### src/rtl/buf_audio_pkg.sv
// ============================================================================
// Module  : buf_audio_pkg
// Brief   : Shared constants and FSM state type for the buf_audio blocks.
// Revision: 1.0 - initial release
// ============================================================================
`default_nettype none

package buf_audio_pkg;

  localparam int STEREO_MULTIPLIER   = 2;
  localparam int AUDIO_WIDTH_DEFAULT = 24;

  typedef enum logic [1:0] {
    IDLE    = 2'd0,
    ISSUE   = 2'd1,
    WAIT    = 2'd2,
    DELIVER = 2'd3
  } rd_sched_state_t;

endpackage

`default_nettype wire

### src/rtl/buf_audio_rd_sched_rr_arbiter.sv
// ============================================================================
// Module  : rr_arbiter
// Brief   : Combinational round-robin arbiter; lowest requester at or after
//           ptr wins, wrapping modulo N. Output is one-hot (or zero).
// Revision: 1.0 - initial release
// ============================================================================
`default_nettype none

module rr_arbiter #(
  parameter  int N  = 4,
  localparam int PW = (N > 1) ? $clog2(N) : 1
) (
  input  logic [N-1:0]  req,
  input  logic [PW-1:0] ptr,
  output logic [N-1:0]  gnt
);

  logic          w_found;
  logic [PW-1:0] w_idx;

  always_comb begin
    gnt     = '0;
    w_found = 1'b0;
    w_idx   = '0;
    for (int i = 0; i < N; i++) begin
      w_idx = PW'((int'(ptr) + i) % N);
      if (!w_found && req[w_idx]) begin
        gnt[w_idx] = 1'b1;
        w_found    = 1'b1;
      end
    end
  end

endmodule

`default_nettype wire

### src/rtl/buf_audio_rd_sched.sv
// ============================================================================
// Module  : buf_audio_rd_sched
// Brief   : Round-robin read scheduler between buf_audio_in and NUM_REQ
//           consumers; drains the buffer when full and idle.
//           Optional macro BUF_RD_SCHED_STATS_EN adds underrun/drop counters.
// Revision: 1.0 - initial release
// ============================================================================
`default_nettype none

module buf_audio_rd_sched
  import buf_audio_pkg::*;
#(
  parameter int NUM_REQ            = 4,
  parameter int NUM_AUDIO_CHANNELS = 2,
  parameter int AUDIO_WIDTH        = AUDIO_WIDTH_DEFAULT,
  parameter int RD_LATENCY         = 1
) (
  input  logic                                                     sys_clk,
  input  logic                                                     sys_rst_n,
  input  logic [NUM_REQ-1:0]                                       req,
  output logic [NUM_REQ-1:0]                                       gnt,
  output logic [NUM_AUDIO_CHANNELS*STEREO_MULTIPLIER*AUDIO_WIDTH-1:0] frame_data,
  output logic                                                     frame_valid,
  input  logic                                                     buffer_ready,
  input  logic                                                     buffer_full,
  input  logic [NUM_AUDIO_CHANNELS*STEREO_MULTIPLIER*AUDIO_WIDTH-1:0] audio_channel_in,
  output logic                                                     adv_read_enable,
`ifdef BUF_RD_SCHED_STATS_EN
  output logic [15:0]                                              underrun_cnt,
  output logic [15:0]                                              drop_cnt,
`endif
  output logic                                                     drop_pulse
);

  localparam int          c_mono     = NUM_AUDIO_CHANNELS * STEREO_MULTIPLIER;
  localparam int          c_fw       = c_mono * AUDIO_WIDTH;
  localparam int          c_pw       = (NUM_REQ > 1) ? $clog2(NUM_REQ) : 1;
  localparam logic [2:0]  c_cnt_load = 3'(RD_LATENCY - 1);

  rd_sched_state_t     r_state, w_state_nxt;
  logic [NUM_REQ-1:0]  r_gnt, w_arb_gnt;
  logic                r_drain;
  logic [2:0]          r_cnt;
  logic [c_pw-1:0]     r_ptr, w_gnt_idx, w_ptr_nxt;
  logic [c_fw-1:0]     r_frame;
  logic                w_any_req, w_start_req, w_start_drain;

  assign w_any_req     = |req;
  assign w_start_req   = w_any_req && buffer_ready;
  assign w_start_drain = buffer_full && !w_any_req;

  rr_arbiter #(.N(NUM_REQ)) u_arb (
    .req (req),
    .ptr (r_ptr),
    .gnt (w_arb_gnt)
  );

  always_comb begin
    w_gnt_idx = '0;
    for (int i = 0; i < NUM_REQ; i++) begin
      if (r_gnt[i]) w_gnt_idx = c_pw'(i);
    end
    w_ptr_nxt = (w_gnt_idx == c_pw'(NUM_REQ - 1)) ? '0 : w_gnt_idx + c_pw'(1);
  end

  always_comb begin
    w_state_nxt     = r_state;
    adv_read_enable = 1'b0;
    frame_valid     = 1'b0;
    drop_pulse      = 1'b0;
    case (r_state)
      IDLE:    if (w_start_req || w_start_drain) w_state_nxt = ISSUE;
      ISSUE: begin
        adv_read_enable = 1'b1;
        w_state_nxt     = WAIT;
      end
      WAIT:    if (r_cnt == 3'd0) w_state_nxt = DELIVER;
      DELIVER: begin
        frame_valid = !r_drain;
        drop_pulse  = r_drain;
        w_state_nxt = IDLE;
      end
      default: w_state_nxt = IDLE;
    endcase
  end

  always_ff @(posedge sys_clk or negedge sys_rst_n) begin
    if (!sys_rst_n) begin
      r_state <= IDLE;
      r_gnt   <= '0;
      r_drain <= 1'b0;
      r_cnt   <= '0;
      r_ptr   <= '0;
      r_frame <= '0;
    end else begin
      r_state <= w_state_nxt;
      case (r_state)
        // A pending request always wins over a drain of a full buffer.
        IDLE: begin
          if (w_start_req) begin
            r_gnt   <= w_arb_gnt;
            r_drain <= 1'b0;
          end else if (w_start_drain) begin
            r_gnt   <= '0;
            r_drain <= 1'b1;
          end
        end
        ISSUE:   r_cnt <= c_cnt_load;
        WAIT: begin
          if (r_cnt == 3'd0) r_frame <= audio_channel_in;
          else               r_cnt   <= r_cnt - 3'd1;
        end
        DELIVER: begin
          r_gnt <= '0;
          if (!r_drain) r_ptr <= w_ptr_nxt;
        end
        default: ;
      endcase
    end
  end

  assign gnt        = r_gnt;
  assign frame_data = r_frame;

`ifdef BUF_RD_SCHED_STATS_EN
  logic [15:0] r_underrun_cnt, r_drop_cnt;

  always_ff @(posedge sys_clk or negedge sys_rst_n) begin
    if (!sys_rst_n) begin
      r_underrun_cnt <= '0;
      r_drop_cnt     <= '0;
    end else begin
      if (r_state == IDLE && w_any_req && !buffer_ready && r_underrun_cnt != 16'hFFFF)
        r_underrun_cnt <= r_underrun_cnt + 16'd1;
      if (drop_pulse && r_drop_cnt != 16'hFFFF)
        r_drop_cnt <= r_drop_cnt + 16'd1;
    end
  end

  assign underrun_cnt = r_underrun_cnt;
  assign drop_cnt     = r_drop_cnt;
`endif

endmodule

`default_nettype wire
### config.mk
export PLATFORM = sky130hd
export DESIGN_NAME = buf_audio_rd_sched
export DESIGN_NICKNAME = d
export VERILOG_FILES = /design/src/rtl/buf_audio_pkg.sv /design/src/rtl/buf_audio_rd_sched_rr_arbiter.sv /design/src/rtl/buf_audio_rd_sched.sv
export SDC_FILE = /design/constraint.sdc
export NUM_CORES = 1
export LEC_CHECK = 0
export CAP_MARGIN = 20
export CELL_PAD_IN_SITES_DETAIL_PLACEMENT = 1
export CELL_PAD_IN_SITES_GLOBAL_PLACEMENT = 1
export CORE_UTILIZATION = 35
export DETAILED_ROUTE_END_ITERATION = 8
export PLACE_DENSITY_LB_ADDON = 0.05
export SYNTH_ARGS = -nofsm -noshare
export SYNTH_HDL_FRONTEND = slang
export SYNTH_SLANG_ARGS = --single-unit
export TNS_END_PERCENT = 1
### constraint.sdc
create_clock -name sys_clk -period 5 [get_ports sys_clk]
set_input_delay 1 -clock sys_clk [delete_from_list [all_inputs] [get_ports sys_clk]]
set_output_delay 1 -clock sys_clk [all_outputs]
set_load 0.1 [all_outputs]
; ---- Word level (Yosys, flattened, before mapping)
; Cells that the tools add are included.
[totals]
in_bits = 104
regBits = 108
word_cells = 98
out_inout_bits = 103
[op_classes]
bitwise_logic = 4
n_lt_le_gt_ge = 8
reduce_logical = 27
n_eq_ne = 8
n_mux = 40
add_sub_neg = 5
[ops]
columns = cell, n
row1 = $mux W4, 6
row2 = $mux W1, 17
row3 = $lt A2 B3 Y1 const B, 4
row4 = $or A4 B4 Y4, 3
row5 = $reduce_and A2 Y1, 6
row6 = $mux W2, 5
row7 = $logic_and A1 B1 Y1, 9
row8 = $bmux W1 S2, 4
row9 = $demux W1 S2, 4
row10 = $ge A2 B1 Y1 const B, 4
row11 = $pmux W2 S4, 1
row12 = $pmux W4 S2, 1
row13 = $eq A2 B2 Y1 const B, 3
row14 = $ne A2 B2 Y1 const B, 3
row15 = $pmux W3 S2, 1
row16 = $reduce_bool A2 Y1, 3
row17 = $logic_not A1 Y1, 5
row18 = $add A2 B1 Y2 const B, 2
row19 = $add A2 B2 Y2 const B, 2
row20 = $reduce_or A4 Y1, 1
row21 = $logic_not A3 Y1, 1
row22 = $mux W3, 1
row23 = $ne A3 B3 Y1 const B, 1
row24 = $sub A3 B1 Y3 const B, 1
row25 = 4 further kinds, 4

; ---- Logic depth before layout (Yosys ltp)
[logic_depth]
ltp_word = 14
depth_mapped = 8

; ---- By module
; A second synthesis with hierarchy kept.
[hier_totals]
cells_unflattened = 300
area_unflattened_um2 = 4544.4
[by_module_without_submodules]
columns = mod, cells_per_inst, area_per_inst_um2, n_inst
row1 = buf_audio_rd_sched, 264, 4206.5, 1
row2 = rr_arbiter, 36, 337.8, 1

; ---- Worst setup path after synthesis
; No wires, ideal clock.
[synth_path]
kind = register to output
startpoint = reg r_state[1]
endpoint = out drop_pulse
t_arrival_ns = 1.360
path_slack_ns = 2.640
path_buffers = 0
stages_incl_launch_ff = 3
cell_sequence = dfrtp_1 > ha_1 > and2_1
[synth_via]
elab_chain_len = 2
[synth_lines]
columns = element, line
row1 = "start, declared", buf_audio_rd_sched.sv:40  ; rd_sched_state_t r_state, w_state_nxt;
row2 = "start signal, assigned", buf_audio_rd_sched.sv:96  ; r_state <= w_state_nxt;
row3 = $eq A2 B2 Y1, buf_audio_rd_sched.sv:71  ; case (r_state)
row4 = $mux W1, buf_audio_rd_sched.sv:71
row5 = "end, declared", buf_audio_rd_sched.sv:32  ; output logic drop_pulse
; No other way between the ends.

; ---- Worst setup path after layout
[layout_path]
startpoint = reg r_state[1]
endpoint = out frame_valid
[layout_via]
elab_chain_len = 2
[layout_lines]
columns = element, line
row1 = $eq A2 B2 Y1, buf_audio_rd_sched.sv:71
row2 = $mux W1, buf_audio_rd_sched.sv:71
row3 = "end, declared", buf_audio_rd_sched.sv:23  ; output logic frame_valid,
; No other way between the ends.

==> out/qor.csv <==
stage;metric;value;unit
global_routing;global route overflow;0;
sta;Final Cycle Share;68.0;%
layout;commonest non-fill, non-tap cell in the layout;clkdlybuf4s50_1;
die;chip height;116;um
layout;design area;7080;um2
drt;Antenna Nets Post-Route;0;
drt;drt pass-1 iters;4;
die;DIE WIDTH;116;um
die;core area;12600;um2
sta;Worst Skew;0.00648;ns
placed_design;# port buffers;206;
clock_tree;count of hold buffers inserted by post-cts repair;0;
clock_tree;CTS tree;yes;
drt;via count;3336;
logic_synthesis;ys async rst share;100;%
drt;final WL;12100;um
global_routing;first-pass GRT wire length;18200;um
placed_design;DP Area;6790;um2
global_routing;largest net degree at the start of global routing;74;
die;row count;41;
logic_synthesis;biggest area consumer among synthesized cells;dfrtp_1;
logic_synthesis;top cells by area, synth;dfrtp_1 (59%), mux2_2 (24%), ha_1 (3.9%);
clock_tree;Post-CTS Setup Bufs;0;
global_routing;vias in the first global route;3331;
logic_synthesis;post-synthesis sequential area ratio;59.5;%
drt;Post-route DRC;0;
flow_run;number of max-cap violations;0;
global_routing;GR Util met3;6.01;%
sta;final setup margin;1.60;ns
worst_hold_path;Hold Path Cell Cnt;1;
layout;filler cell count;1287;
logic_synthesis;Avg Inst Size Synth;14.8;um2
sta;Slew Viols, Final;0;
die;initial core utilization;36.0;%
global_routing;GRT Max-Usage Layer;met2;
global_routing;gr usage total;18.2;%
sta;minimum clock period;3.40;ns
placed_design;placed wire-length estimate;9090;um
sta;Slew headroom;28.6;%
sta;RSZ-0062 raised after global routing;false;
drt;wire per inst;17.5;um
logic_synthesis;Post-synth EDFFs;0;
clock_tree;cts bufs inserted;9;
clock_tree;Root Driver;clkbuf_16;
sta;Setup Viol. Count Final;0;
placed_design;GPL Wtd Cong;0.762;
logic_synthesis;ys flop type;dfrtp_1;
logic_synthesis;cell count after synthesis;307;
status;status;complete, no violations;
clock_tree;worst skew pair latency;0.35;ns
setup_path;CP Max Fanout;5;
sta;post-route setup TNS;0;ns
logic_synthesis;Yosys top cell area share;59.5;%
sta;fmax;294;MHz
global_routing;met1 GRT Util;20.7;%
logic_synthesis;syn_nets;425;
setup_path;critical path class;flip-flop to output port;
logic_synthesis;Mapped Area;4540;um2
layout;fin nets;635;
clock_tree;post_cts resized;0;
setup_path;Worst EP arrival;2.40;ns
logic_synthesis;FF+latch count, synth;108;
drt;initial drt markers;75;
clock_tree;CTS H-Tree Depth;3;
layout;layout cell share with drive strength beyond 1;24.0;%
setup_path;CP required;4.00;ns
worst_hold_path;Worst Hold Class;flip-flop to flip-flop;
global_routing;antenna violations before repair;0;
setup_path;Critical Path Source Type;flip-flop;
logic_synthesis;Warnings, synthesis;0;
placed_design;post-place setup slack;1.88;ns
setup_path;crit end category;output port;
sta;worst slew pin tran;1.07;ns
logic_synthesis;post-synth cell types;33;
layout;fin util;56.1;%
setup_path;R2R depth;6;
global_routing;grt met2 use;30.8;%
die;die area;13400;um2
sta;final hold vios;0;
layout;ANT cells;0;
clock_tree;Clock Path Buffers;2;
drt;DR vias/cell;4.81;
clock_tree;Reg clk slew, reported paths;0.06;ns
layout;area growth from synthesis to layout;55.9;%
layout;commonest non-fill, non-tap cells in the layout;clkdlybuf4s50_1 (205), dfrtp_1 (108), mux2_2 (97);
clock_tree;sinks on the clock net;108;
die;I/O pin total;207;
-- flip-flops by register name (all words and copies together), names as in the netlist --
signal / cells
frame_data: 96
r_state: 2
gnt: 4
r_ptr: 2
r_drain: 1
r_cnt: 3
-- cell usage after synthesis (2+ instances only) --
| library cell | n |
|---|---|
| nor2_1 | 7 |
| buf_2 | 10 |
| and3b_1 | 2 |
| a22oi_1 | 4 |
| nand3_1 | 3 |
| mux2_2 | 97 |
| inv_1 | 9 |
| a32oi_1 | 5 |
| nand3b_1 | 3 |
| o21ai_0 | 7 |
| nand2b_1 | 2 |
| ha_1 | 14 |
| nor3b_1 | 2 |
| dfrtp_1 | 108 |
| o211ai_1 | 4 |
| nor3_1 | 2 |
| a21oi_1 | 4 |
| nand2_1 | 7 |
| nor2b_1 | 2 |
| mux4_2 | 2 |
-- worst max-delay path: stages, from the launching register on --
cell and delay [ns]:
dfrtp_1 0.39, ha_1 0.28, nand2b_1 0.12, inv_1 0.12, clkdlybuf4s50_1 1.15
-- worst paths after layout --
check	slack [ns]	end	startpoint
worst max register to register	2.41	frame_data[32]	r_state[0]
min in group asynchronous	0.78	frame_data[60]	sys_rst_n
worst min-delay path	0.49	r_cnt[0]	r_cnt[0]
worst min register to register	0.49	r_cnt[0]	r_cnt[0]
worst max-delay path	1.60	frame_valid	r_state[1]
max in group asynchronous	3.14	frame_data[48]	sys_rst_n
-- final cells by class --
class | instances | area, um2 | share of cell area (%)
Timing Repair Buffer | 209 | 2080 | 29.4
Tap cell | 172 | 215 | 3.04
Clock buffer | 11 | 243 | 3.43
Clock inverter | 4 | 50.0 | 0.707
Inverter | 9 | 33.8 | 0.477
Sequential cell | 108 | 2700 | 38.2
Multi-Input combinational cell | 180 | 1760 | 24.8
-- logic make-up after synthesis --
family                     count (synthesis)  synth area share [%]
AOI/OAI and AO/OA                         27                  4.19
adders and majority gates                 14                  3.86
buffers and inverters                     19                  1.85
DFF                                      108                  59.5
muxes                                    101                  25.5
and+or+nand+nor                           38                  5.12
-- through the flow --
stage | instances | hold WS (ns)
3_3_place_gp | 678 | 0.469
5_1_grt | 693 | 0.514
6_report | 693 | 0.495
2_1_floorplan | 307 | 0.450
3_5_place_dp | 678 | 0.492
4_1_cts | 693 | 0.502
-- metal layers --
metal | up-vias | share of wire, %
li1 | 1514 | -
met1 | 1673 | 38
met2 | 130 | 51
met3 | 19 | 8.6
met4 | 0 | 2.6
met5 | - | 0
Power is not shown: default switching activity piles up to over one toggle a cycle in this logic, so the estimate is an artifact.
